===== src/rtl/fetch_seq.sv =====
// Instruction fetch sequencer: drives the ROM address, registers the returned instruction and
// handles stall, branch redirect and halt for a simple IDLE/RUN/DONE program controller.
module fetch_seq #(
    parameter int unsigned D = 12
) (
    input  logic         clk,
    input  logic         rst_n,
    input  logic         start,
    input  logic [D-1:0] start_addr,
    output logic [D-1:0] prog_ctr_out,
    input  logic [8:0]   mach_code,
    output logic [8:0]   instr,
    output logic [D-1:0] instr_pc,
    output logic         instr_valid,
    input  logic         stall,
    input  logic         branch_taken,
    input  logic [D-1:0] branch_target,
    input  logic         halt,
    output logic         done,
    output logic [15:0]  cycle_cnt
);

    typedef enum logic [1:0] {StIdle, StRun, StDone} state_e;

    state_e         state_q;
    logic [D-1:0]   pc_q;
    logic [D-1:0]   instr_pc_q;
    logic [8:0]     instr_q;
    logic           valid_q;
    logic           done_q;
    logic [15:0]    cnt_q;

    always_ff @(posedge clk or negedge rst_n) begin
        if (!rst_n) begin
            state_q    <= StIdle;
            pc_q       <= '0;
            instr_q    <= '0;
            instr_pc_q <= '0;
            valid_q    <= 1'b0;
            done_q     <= 1'b0;
            cnt_q      <= '0;
        end else begin
            case (state_q)
                StIdle, StDone: begin
                    if (start) begin
                        state_q <= StRun;
                        pc_q    <= start_addr;
                        cnt_q   <= '0;
                        valid_q <= 1'b0;
                        done_q  <= 1'b0;
                    end
                end
                StRun: begin
                    if (cnt_q != 16'hFFFF) begin
                        cnt_q <= cnt_q + 16'd1;
                    end
                    // Control inputs only qualify a live instruction; a bubble always fetches.
                    if (valid_q && halt) begin
                        state_q <= StDone;
                        valid_q <= 1'b0;
                        done_q  <= 1'b1;
                    end else if (valid_q && stall) begin
                        valid_q <= 1'b1;
                    end else if (valid_q && branch_taken) begin
                        pc_q    <= branch_target;
                        valid_q <= 1'b0;
                    end else begin
                        instr_q    <= mach_code;
                        instr_pc_q <= pc_q;
                        valid_q    <= 1'b1;
                        pc_q       <= pc_q + D'(1);
                    end
                end
                default: begin
                    state_q <= StIdle;
                    valid_q <= 1'b0;
                end
            endcase
        end
    end

    assign prog_ctr_out = pc_q;
    assign instr        = instr_q;
    assign instr_pc     = instr_pc_q;
    assign instr_valid  = valid_q;
    assign done         = done_q;
    assign cycle_cnt    = cnt_q;

endmodule


===== config.mk =====
export PLATFORM = sky130hd
export DESIGN_NAME = fetch_seq
export DESIGN_NICKNAME = d
export VERILOG_FILES = /design/src/rtl/fetch_seq.sv
export SDC_FILE = /design/constraint.sdc
export NUM_CORES = 1
export LEC_CHECK = 0
export CAP_MARGIN = 20
export CORE_AREA = 2 2 81 83
export CTS_BUF_LIST = sky130_fd_sc_hd__clkbuf_8 sky130_fd_sc_hd__clkbuf_16
export CTS_CLUSTER_DIAMETER = 80
export DETAILED_ROUTE_END_ITERATION = 10
export DIE_AREA = 0 0 83 85
export PLACE_DENSITY = 0.83
export RECOVER_POWER = 25
export SETUP_SLACK_MARGIN = 0.1
export SLEW_MARGIN = 40
export SYNTH_ARGS = -nofsm -noshare
export SYNTH_HDL_FRONTEND = slang
export SYNTH_SLANG_ARGS = --single-unit

===== constraint.sdc =====
create_clock -name clk -period 2 [get_ports clk]
set_input_delay 0.3 -clock clk [delete_from_list [all_inputs] [get_ports clk]]
set_output_delay 0.3 -clock clk [all_outputs]
set_load 0.005 [all_outputs]

==> results.toml <==
[grt]
grtUsageTotal_pct = 21.6
grt_pass1_wl_um = 12500
first_global_vias = 2574
grt_max_degree = 54
grt_overflow_total = 0
antenna_found_initial = 0

[synth]
synthTopCellsByArea = "dfrtp_1 47%, mux2_2 7.1%, nand2_1 4.0%, a21oi_1 2.8%, o21ai_0 2.5%"
synth_compound_area_share_pct = 20.0
synth_top_area_share_pct = 46.6
synth_seq_area_share_pct = 46.6
netlist_instances = 280
synthDistinctLibCells = 54
synth_xor_area_share_pct = 0.924
synth-seq-cells = 53
synth_largest_area_cell = "dfrtp_1"
syn_avg_cell_area_sq_um = 10.2
ys_top_cells_by_count = "53 x dfrtp_1, 30 x nand2_1, 18 x mux2_2, 16 x a21oi_1, 14 x o21ai_0"
synthMuxAreaShare_pct = 9.68
synth_edf_count = 0
synth_fa_ha_area_share_pct = 0.880
synth_top_family_by_area = "compound AO/OA/AOI/OAI gates"
yosys_warnings = 0
synth_area_sq_um = 2840
async_reset_ff_share_pct = 100
synth.most_common_cell = "dfrtp_1"
synthFlopType = "dfrtp_1"
synth-simple-area-share_pct = 18.0
syn_nets = 321

[detailed_routing]
drt-initial-drc-count = 199
avgRoutedWirePerCell_um = 16.3
ant_nets = 0
vias = 2623
drcViolationCount = 0
first_pass_iters = 5
viasPerCell = 5.75
drt-total-wl_um = 7430

[clock_tree]
htreeDepth = 2
cts_tree = "yes"
clk_path_buf_depth = 2
cts-root-buf = "clkbuf_8"
path_clk_slew_ns = 0.10
cts_sinks = 53
numCtsBuffers = 5
worstSkewPairLatency_ns = 0.31

[sta]
clock_skew_ns = 0.0105
period_minus_slack_ns = 1.77
hold-worst-slack_ns = 0.367
hold_viol = 0
finalSetupViolCount = 0
maxSlewHeadroom_pct = 10.9
fmax_mhz = 565
rsz0062_at_grt = "no"
worst_pin_slew_ns = 1.34
maxSlewViolCount = 0
finalSetupTns_ns = 0
finalCritPeriodShare_pct = 88.4

[place]
finalWeightedCongestion = 0.866
dp_hpwl_um = 5390
portBuffers = 89

[power]
p_per_area_nw_per_um2 = 1330
peakVddDrop_mv = 0.745
p_leak_nw = 1.63

[floorplanning]
die_y_um = 85
start_util_pct = 45.8
ios = 90
die_area_sq_um = 7060
core_sq_um = 6200
num_rows = 29
dieWidth_um = 83

[status]
status = "completed"

[cells_and_area]
antenna_cells = 0
finalCoreUtilization_pct = 63.9
layout-drive-gt1-share_pct = 14.5
layout-area-overhead-vs-synth_pct = 39.5
fin_nets = 419

[worst_setup_path]
worstPathMaxFanout = 5
endpoint_kind = "register"
critPathRequiredTime_ns = 2.20
start_kind = "register"
criticalPathCategory = "register to register"
crit_arrival_ns = 1.97

[hold_path]
hp-class = "primary input to asynchronous set/reset pin"

[job]
maxCapViolations = 0
-- report_power, final --
part / internal, mW / switching, mW
registers: 1.48 / 0.361
clock network: 0.243 / 0.359
logic: 1.61 / 1.24
-- per-layer routing --
metal,vias to the layer above,share of wire [%],track usage [%]
li1,1252,-,-
met1,1265,42,26.2
met2,97,50,38.9
met3,9,6.7,4.86
met4,0,1.1,5.66
met5,-,0,0
-- final timing paths --
kind	start	end	slack [ns]	cells past startpoint
setup / recovery	cycle_cnt[0]	cycle_cnt[15]	0.23	5
hold / removal	rst_n	instr_pc[9]	0.37	2
setup reg to reg	cycle_cnt[0]	cycle_cnt[15]	0.23	5
hold reg to reg	instr_pc[8]	instr_pc[8]	0.49	2
max in group asynchronous	rst_n	instr[4]	0.84	2
min in group clk	instr_pc[8]	instr_pc[8]	0.49	2
-- metrics by stage --
| stage | cell area, sq um | power (mW) | worst slack [ns] | std cells |
|---|---|---|---|---|
| after global routing | 3970 | 5.69 | 0.126 | 456 |
| final | 3970 | 5.29 | 0.232 | 456 |
| after detailed placement | 3880 | 4.71 | 0.00243 | 448 |
| after CTS | 3970 | 5.34 | 0.211 | 456 |
| after floorplan | 2840 | 3.32 | 0.215 | 280 |
| after global placement | 3880 | 4.60 | 0.0420 | 448 |
-- sequential cells by signal, summed over array words and instances (netlist names) --
register      count
instr_valid       1
instr             9
prog_ctr_out     12
state_q           2
done              1
cycle_cnt        16
instr_pc         12
-- kinds of logic (layout without fill, tap and decap cells) --
group,Yosys count,in the layout
simple gates,95,95
compound gates,80,80
flops,53,53
mux,25,25
buf+inv,22,121
xor+xnor,3,3
fa+ha+maj,2,2
-- worst max-delay path, stage by stage (launching register included) --
cell	delay [ns]
dfrtp_1	0.39
ha_1	0.24
and4_2	0.24
a41oi_1	0.42
a31oi_1	0.15
a41o_1	0.22
-- repair_timing --
item / 4_1_cts / 5_1_grt
hold buffers: 0 / 0
resized for setup: 0 / 2
endpoints found under the setup margin: 0 / 2
setup buffers: 0 / 0
-- placed cells by master (no fill, tap or decap), types with 3 or more instances in the layout --
| cell | n |
|---|---|
| buf_4 | 19 |
| nor2_1 | 12 |
| o31ai_1 | 5 |
| inv_1 | 5 |
| and4_1 | 4 |
| dfrtp_1 | 53 |
| nor3_1 | 6 |
| or4_1 | 4 |
| o21ai_0 | 14 |
| clkbuf_8 | 5 |
| xnor2_1 | 3 |
| o21a_1 | 4 |
| nand2_1 | 30 |
| and4_2 | 3 |
| and2_1 | 3 |
| nand4_1 | 7 |
| nand3_1 | 8 |
| clkdlybuf4s50_1 | 88 |
| mux2_2 | 18 |
| o22ai_1 | 4 |
| a21o_1 | 3 |
| a31oi_1 | 10 |
| mux2i_1 | 5 |
| and3_1 | 7 |
| a211oi_1 | 3 |
| nand2b_1 | 3 |
| a21oi_1 | 16 |
-- cell type report --
cell class              instances  area, sq um
flip-flops and latches         53         1330
clock buffers                   5         68.8
clock inverters                 3         18.8
inverters                       4         15.0
multi-input cells             205         1410
well taps                      77         96.3
fillers                       507         2240
repair buffers                109         1030
(Power assumes the default switching activity.)
